[src/rtl/rotate_arbiter_pkg.sv]
// rotate_arbiter_pkg: shared state encodings and direction/port constants
package rotate_arbiter_pkg;
  typedef enum logic [1:0] {IDLE = 2'd0, CALC = 2'd1, DONE = 2'd2} state_t;
  localparam logic DIR_RIGHT = 1'b0;
  localparam logic DIR_LEFT  = 1'b1;
  localparam logic PORT0     = 1'b0;
  localparam logic PORT1     = 1'b1;
endpackage

[src/rtl/rotate_arbiter_rotate_unit.sv]
// rotate_unit: combinational 8-bit barrel rotator, left or right by 0..7
module rotate_unit
  import rotate_arbiter_pkg::*;
(
  input  logic [7:0] a,
  input  logic [2:0] amt,
  input  logic       dir,
  output logic [7:0] y
);
  logic [15:0] sh;
  always_comb begin
    sh = 16'h0;
    case (dir)
      DIR_RIGHT: sh = {a, a} >> amt;
      DIR_LEFT:  sh = ({a, a} << amt) >> 8;
    endcase
    y = sh[7:0];
  end
endmodule

[src/rtl/rotate_arbiter.sv]
// rotate_arbiter: two-port arbiter sharing one registered 8-bit rotator
module rotate_arbiter
  import rotate_arbiter_pkg::*;
#(
  parameter bit RR_EN = 1'b1
) (
  input  logic       clk,
  input  logic       reset,
  input  logic       req0,
  input  logic [7:0] a0,
  input  logic [2:0] amt0,
  input  logic       dir0,
  output logic       ack0,
  input  logic       req1,
  input  logic [7:0] a1,
  input  logic [2:0] amt1,
  input  logic       dir1,
  output logic       ack1,
  output logic [7:0] y,
  output logic       done_tick,
  output logic       done_id,
  output logic       busy
);
  state_t     state_q, state_d;
  logic       ptr_q, ptr_d;
  logic [7:0] a_q, a_d;
  logic [2:0] amt_q, amt_d;
  logic       dir_q, dir_d;
  logic       id_q, id_d;
  logic [7:0] y_q, y_d;
  logic       done_id_q, done_id_d;
  logic       done_q, done_d;
  logic       ack0_q, ack0_d;
  logic       ack1_q, ack1_d;
  logic       win;
  logic [7:0] rot;
  rotate_unit u_rot (.a(a_q), .amt(amt_q), .dir(dir_q), .y(rot));
  assign win = RR_EN ? ((req0 && req1) ? ptr_q : req1) : !req0;
  always_comb begin
    state_d   = state_q;
    ptr_d     = ptr_q;
    a_d       = a_q;
    amt_d     = amt_q;
    dir_d     = dir_q;
    id_d      = id_q;
    y_d       = y_q;
    done_id_d = done_id_q;
    done_d    = 1'b0;
    ack0_d    = 1'b0;
    ack1_d    = 1'b0;
    case (state_q)
      IDLE: if (req0 || req1) begin
        state_d = CALC;
        id_d    = win;
        a_d     = win ? a1 : a0;
        amt_d   = win ? amt1 : amt0;
        dir_d   = win ? dir1 : dir0;
      end
      CALC: begin
        state_d   = DONE;
        y_d       = rot;
        done_id_d = id_q;
        done_d    = 1'b1;
        ack0_d    = id_q == PORT0;
        ack1_d    = id_q == PORT1;
      end
      DONE: begin
        state_d = IDLE;
        ptr_d   = RR_EN ? !id_q : ptr_q;
      end
      default: state_d = IDLE;
    endcase
  end
  always_ff @(posedge clk) begin
    if (reset) begin
      state_q   <= IDLE;
      ptr_q     <= PORT0;
      a_q       <= '0;
      amt_q     <= '0;
      dir_q     <= 1'b0;
      id_q      <= 1'b0;
      y_q       <= '0;
      done_id_q <= 1'b0;
      done_q    <= 1'b0;
      ack0_q    <= 1'b0;
      ack1_q    <= 1'b0;
    end else begin
      state_q   <= state_d;
      ptr_q     <= ptr_d;
      a_q       <= a_d;
      amt_q     <= amt_d;
      dir_q     <= dir_d;
      id_q      <= id_d;
      y_q       <= y_d;
      done_id_q <= done_id_d;
      done_q    <= done_d;
      ack0_q    <= ack0_d;
      ack1_q    <= ack1_d;
    end
  end
  assign ack0      = ack0_q;
  assign ack1      = ack1_q;
  assign y         = y_q;
  assign done_tick = done_q;
  assign done_id   = done_id_q;
  assign busy      = state_q != IDLE;
endmodule

[config.mk]
export PLATFORM = sky130hd
export DESIGN_NAME = rotate_arbiter
export DESIGN_NICKNAME = d
export VERILOG_FILES = /design/src/rtl/rotate_arbiter_pkg.sv /design/src/rtl/rotate_arbiter_rotate_unit.sv /design/src/rtl/rotate_arbiter.sv
export SDC_FILE = /design/constraint.sdc
export NUM_CORES = 1
export LEC_CHECK = 0
export CORE_MARGIN = 10
export CORE_UTILIZATION = 45
export CTS_CLUSTER_SIZE = 30
export DETAILED_ROUTE_END_ITERATION = 10
export PLACE_DENSITY = 0.73
export SYNTH_ARGS = -nofsm -noshare
export SYNTH_HDL_FRONTEND = slang
export SYNTH_HIERARCHICAL = 1
export SYNTH_SLANG_ARGS = --single-unit
[constraint.sdc]
create_clock -name clk -period 1.65 [get_ports clk]
set_input_delay 0.2475 -clock clk [delete_from_list [all_inputs] [get_ports clk]]
set_output_delay 0.2475 -clock clk [all_outputs]
set_load 0.005 [all_outputs]
==> reports/results.txt, run 1 <==
H-Tree Depth: 1
# diodes: 0
WS Path Type: register to register
Max frequency: 625 MHz
NumNets Final: 269
CP Launch Type: register
Total gr overflow: 0
Peak supply drop: 419 uV
Core Box Area: 3740 sq um
Skew final: 0.00295 ns
Hold-fix buffers, CTS: 0
Syn avg cell area: 8.98 sq um
Critical Path RT: 1.81 ns
Worst R2R End: y[0]
Die H: 83.0 um
Worst setup startpoint: amt_q[1]
Post-Syn Area: 1790 sq um
Yosys top cell area share: 0.314
Cts bufs inserted: 3
Tot GR Track Use: 0.115
Setup TNS: 0 ns
CP arrival: 1.76 ns
GPL Wtd Cong: 0.860
Clock transition at path regs: 0.10 ns
Synth unique cells: 39
HPWL after DPL: 3.37 mm
Routed len/inst: 15.1 um
CTS root buf: clkbuf_8
Final Non-Filler Cells: 288
Hold slack: 0.461 ns
Synth top area cells: dfxtp_1 31%, a311oi_2 8.4%, mux2_2 6.3%
Largest net degree at the start of global routing: 20
Final Hold Fails: 0
Synth Warn #: 6
Vias after detailed routing: 1587
CTS sink cnt: 28
Max_cap viols: 0
Antenna violations before repair: 0
CP Max Fanout: 9
Inst Count DP: 281
Yosys reg bits: 28
DR pass1 iterations: 4
Leakage: 0.833 nW
Final setup vio count: 0
Die Span X: 83.0 um
DIE AREA: 6890 sq um
Sequential area share after synthesis: 0.314
CP endpoint: y[0]
Worst Max-Slew Pin Slew: 0.427 ns
FF-to-FF path depth: 7
Initial Util: 0.477
Fraction of layout cells with a size suffix above 1: 0.275
Synthesized instance count: 199
Fin crit share: 0.970
Max-slew headroom: 0.715
CTS max path bufs: 2
Clock Latency Late Sink: 0.28 ns
First-pass GRT wire length: 6.93 mm
RSZ-0062 raised after global routing: yes
Syn_nets: 227
Rows: 22
Routed vias/inst: 5.51
CP Capture Type: register
Area growth, synth to finish: 33.0%
Antenna Nets Post-Route: 0
Vias in the first global route: 1518
I/O Pins: 41
Pwr Density: 884 nW/um^2
FF-to-FF setup slack: 0.05 ns
DRC: 0
Worst min path class: register to register
PortBufs: 40
Reg2Reg Launch Point: amt_q[1]
Final worst path period need: 1.60 ns
CTS tree: built
Outcome: finished clean
Cell accounting for the most synthesized area: dfxtp_1
Max Slew Vio Count: 0
Post-Route WL: 4.35 mm
First DRT Iteration DRCs: 89
==> metrics by stage <==
| step | util | power (mW) | instance area, sq um | setup slack (ns) |
|---|---|---|---|---|
| 3_5_place_dp | 0.595 | 1.53 | 2230 | 0.0380 |
| 2_1_floorplan | - | 1.32 | 1790 | 0.149 |
| 6_report | 0.635 | 2.10 | 2380 | 0.0493 |
| 4_1_cts | 0.614 | 2.07 | 2300 | 0.0242 |
| 5_1_grt | 0.635 | 2.22 | 2380 | -0.0157 |
| 3_3_place_gp | 0.595 | 1.51 | 2230 | 0.0623 |
==> Yosys cell counts <==
cell and count:
dfxtp_1 28, nand2_1 23, a21oi_1 13, nand3_1 13, o21ai_1 12, a21oi_2 10, a311oi_2 10, mux2_2 10
mux2i_1 10, buf_2 5, nand2b_1 5, nor2_1 5, a22oi_1 4, buf_6 4, nor2b_1 4, nor3_1 4
nor3b_1 4, o22ai_1 4, and2_1 3, buf_4 3, a311oi_1 2, inv_1 2, nor2_4 2, o21ai_0 2
o221ai_1 2, o32ai_1 2, and2b_1 1, buf_1 1, buf_12 1, clkbuf_1 1, clkbuf_8 1, inv_2 1
mux2_1 1, mux2_4 1, nand2b_2 1, nor2_2 1, or2_2 1, or2_4 1, or3_1 1
==> layout by cell type (no fill, tap or decap), types with 4 or more instances in the layout <==
| master | netlist | final |
|---|---|---|
| mux2i_1 | 10 | 10 |
| a22oi_1 | 4 | 4 |
| nand3_1 | 13 | 13 |
| a21oi_1 | 13 | 13 |
| nor2b_1 | 4 | 4 |
| nor2_1 | 5 | 5 |
| a311oi_2 | 10 | 10 |
| buf_4 | 3 | 9 |
| dfxtp_1 | 28 | 24 |
| a21oi_2 | 10 | 10 |
| o21ai_1 | 12 | 12 |
| nand2_1 | 23 | 22 |
| mux2_2 | 10 | 10 |
| nand2b_1 | 5 | 4 |
| clkdlybuf4s50_1 | 0 | 40 |
==> cell type report <==
class / instances / area (sq um)
Clock buffer: 3 / 41.3
Clock inverter: 1 / 30.0
Fill cell: 350 / 1370
Inverter: 3 / 11.3
Multi-Input combinational cell: 152 / 1110
Sequential cell: 28 / 568
Tap cell: 48 / 60.1
Timing Repair Buffer: 53 / 553
==> repair_timing <==
action / in CTS / in global routing
gates resized for setup: 1 / 12
endpoints found under the setup margin: 2 / 5
gates cloned: 0 / 1
setup buffers: 0 / 2
==> per-layer routing <==
layer | global-route usage | vias up | share of wire
met1 | 0.138 | 723 | 0.45
met3 | 0.0322 | 4 | 0.059
met2 | 0.186 | 44 | 0.48
li1 | - | 816 | -
met4 | 0.0477 | 0 | 0.013
met5 | 0 | - | 0
==> critical path, stage by stage, from the launching register on <==
cell	delay, ns
dfxtp_4	0.40
buf_12	0.13
mux2_2	0.35
o22ai_1	0.15
nor3b_1	0.08
mux2_2	0.26
nand2_1	0.06
a21oi_1	0.05
==> report_power, final <==
part	total (mW)	internal (mW)	leakage (nW)	switching [mW]
clock	0.543	0.325	0.0357	0.218
combinational	0.738	0.406	0.565	0.332
sequential	0.821	0.742	0.232	0.0783
==> how the worst min path moves through the flow <==
stage	start	to	slack (ns)	cells after the start
6_report	y[3]	y[3]	0.46	2
5_1_grt	done_id	done_id	0.49	2
4_1_cts	y[3]	y[3]	0.46	2
3_5_place_dp	y[3]	y[3]	0.45	2
3_3_place_gp	y[3]	y[3]	0.44	2
2_1_floorplan	req1	amt_q[0]	0.42	2
==> logic make-up (layout without fill, tap and decap cells) <==
group                  count (synthesis)  in the layout  share of synthesized area
and+or+nand+nor                       69             69                      0.202
DFF                                   28             28                      0.314
muxes                                 22             22                      0.134
AOI/OAI and AO/OA                     61             61                      0.269
buffers and inverters                 19             60                     0.0812
==> sequential cells by signal, indices dropped and copies added (netlist names) <==
signal / flops
amt_q: 3
y: 8
done_id: 1
id_q: 1
dir_q: 1
ack0: 1
done_tick: 1
state_q: 2
ptr_q: 1
ack1: 1
a_q: 8
No activity file was read; power rests on OpenSTA's default activity.
==> run 2: changes to the inputs <==
--- a/config.mk
+++ b/config.mk
@@ -5,6 +5,8 @@
 export SDC_FILE = /design/constraint.sdc
 export NUM_CORES = 1
 export LEC_CHECK = 0
+export CAP_MARGIN = 5
+export CORE_ASPECT_RATIO = 2
 export CORE_MARGIN = 10
 export CORE_UTILIZATION = 45
 export CTS_CLUSTER_SIZE = 30
==> reports/results.txt, run 2 (synthesis results as in run 1) <==
Total gr overflow: 0 (unchanged)
Final Non-Filler Cells: 296 (+2.8%)
Hold endpoint: done_id
Skew final: 0.00525 ns (+0.00230 ns)
Reg2Reg Launch Point: amt_q[1]
H-Tree Depth: 1 (unchanged)
Routed vias/inst: 5.47 (-0.74%)
CP Launch Type: register
NumNets Final: 274 (+1.9%)
DR pass1 iterations: 4 (unchanged)
Final worst path period need: 1.59 ns (-0.0120 ns)
Commonest cells after routing, fill and taps aside: 40 x clkdlybuf4s50_1, 23 x dfxtp_1, 22 x nand2_1
CTS root buf: clkbuf_8
Antenna violations before repair: 0 (unchanged)
RSZ-0062 raised after global routing: yes
Commonest non-fill, non-tap cell in the layout: clkdlybuf4s50_1
Routed len/inst: 15.4 um (+2.1%)
Die Span X: 64.6 um (-22%)
Hold Crit Start: done_id
Dpl ws: -0.0337 ns (-0.0717 ns)
Final setup vio count: 0 (unchanged)
Worst R2R End: y[5]
CTS sink cnt: 28 (unchanged)
Worst min path class: register to register
CTS tree: built
Post-Route WL: 4.57 mm (+4.9%)
CTS max path bufs: 2 (unchanged)
Die H: 109 um (+31%)
Antenna Nets Post-Route: 0 (unchanged)
HPWL after DPL: 3.80 mm (+13%)
FF-to-FF setup slack: 0.06 ns (about the same)
Largest net degree at the start of global routing: 17 (-15%)
CP Capture Type: register
Max_cap viols: 0 (unchanged)
DIE AREA: 7040 sq um (+2.2%)
Final Hold Fails: 0 (unchanged)
Vias in the first global route: 1715 (+13%)
Clock Latency Late Sink: 0.27 ns (about the same)
First DRT Iteration DRCs: 45 (-49%)
Placed Area: 2290 sq um (+2.9%)
Peak supply drop: 613 uV (+46%)
Max-slew headroom: 0.714 (about the same)
Final instance area: 2440 sq um (+2.8%)
PortBufs: 40 (unchanged)
Outcome: finished clean
Core Box Area: 3840 sq um (+2.7%)
First-pass GRT wire length: 7.93 mm (+14%)
Fill cell count: 363 (+3.7%)
Area growth, synth to finish: 36.8%
Setup TNS: 0 ns (unchanged)
# diodes: 0 (unchanged)
Worst Max-Slew Pin Slew: 0.428 ns (+0.000973 ns)
Max frequency: 629 MHz (+0.76%)
WHS Path Cells: 2 (unchanged)
Clock transition at path regs: 0.10 ns (about the same)
Power Total: 2.16 mW (+2.8%)
Fraction of layout cells with a size suffix above 1: 0.318 (+0.0434)
Rows: 32 (+45%)
Setup WS post-layout: 0.0613 ns (+0.0120 ns)
WS Path Type: register to register
Max Slew Vio Count: 0 (unchanged)
CP Max Fanout: 8 (-1)
I/O Pins: 41 (unchanged)
Leakage: 0.855 nW (+2.7%)
Pwr Density: 884 nW/um^2 (about the same)
Hold-fix buffers, CTS: 0 (unchanged)
Inst Count DP: 292 (+3.9%)
FF-to-FF path depth: 8 (+1)
DRC: 0 (unchanged)
GPL Wtd Cong: 0.898 (+4.3%)
Critical Path RT: 1.82 ns (about the same)
Fin crit share: 0.963 (-0.00727)
Initial Util: 0.465 (-0.0124)
CP arrival: 1.76 ns (about the same)
Cts bufs inserted: 3 (unchanged)
Vias after detailed routing: 1619 (+2.0%)
Tot GR Track Use: 0.137 (+0.0220)
[run 2: cell count changes in the layout (fill, tap and decap cells not counted), sizes merged]
cell / change
buf: +6
clkbuf: -1
[run 2: critical path, cell delays in order, from the launching register on]
cell	delay (ns)
dfxtp_2	0.35
buf_12	0.12
buf_12	0.12
mux2i_1	0.29
nand2_1	0.08
nor3b_2	0.16
mux2_2	0.27
nand2_1	0.06
a21oi_1	0.05
[run 2: worst max path at each step]
stage	start	endpoint	slack, ns
floorplan	amt_q[1]	y[5]	0.15
global placement	amt_q[1]	y[4]	-0.03
detailed placement	amt_q[1]	y[0]	-0.03
CTS	state_q[1]	busy	0.02
global route	amt_q[1]	y[5]	-0.009
finish	amt_q[1]	y[5]	0.06
[run 2: cell type report]
class	count	area, sq um	area share
multi-input combinational	152	1160	0.474
timing repair buffer	58	573	0.235
clock inverter	1	30.0	0.0123
clock buffer	3	41.3	0.0169
tap	51	63.8	0.0261
inverter	3	11.3	0.00461
sequential	28	567	0.232
[run 2: timing repair]
item / CTS / global route
buffers inserted: 1 / 0
pin swaps: 0 / 1
setup endpoints to repair: 2 / 8
gates resized for setup: 4 / 16
cloned: 0 / 0
[run 2: routing by layer]
layer  track usage  vias up  part of all wire
met4        0.0677        0             0.032
li1              -      818                 -
met3        0.0144       12             0.025
met5             0        -                 0
met1         0.131      751              0.36
met2         0.273       38              0.58
[run 2: report_power, final]
part           total [mW]  switching (mW)  internal (mW)
Sequential          0.813          0.0705          0.743
Clock               0.535           0.211          0.325
Combinational       0.811           0.375          0.436
[run 2: through the flow]
step | utilization | hold slack [ns]
2_1_floorplan | - | 0.420
3_3_place_gp | 0.596 | 0.442
3_5_place_dp | 0.596 | 0.450
4_1_cts | 0.619 | 0.466
5_1_grt | 0.636 | 0.478
6_report | 0.636 | 0.461
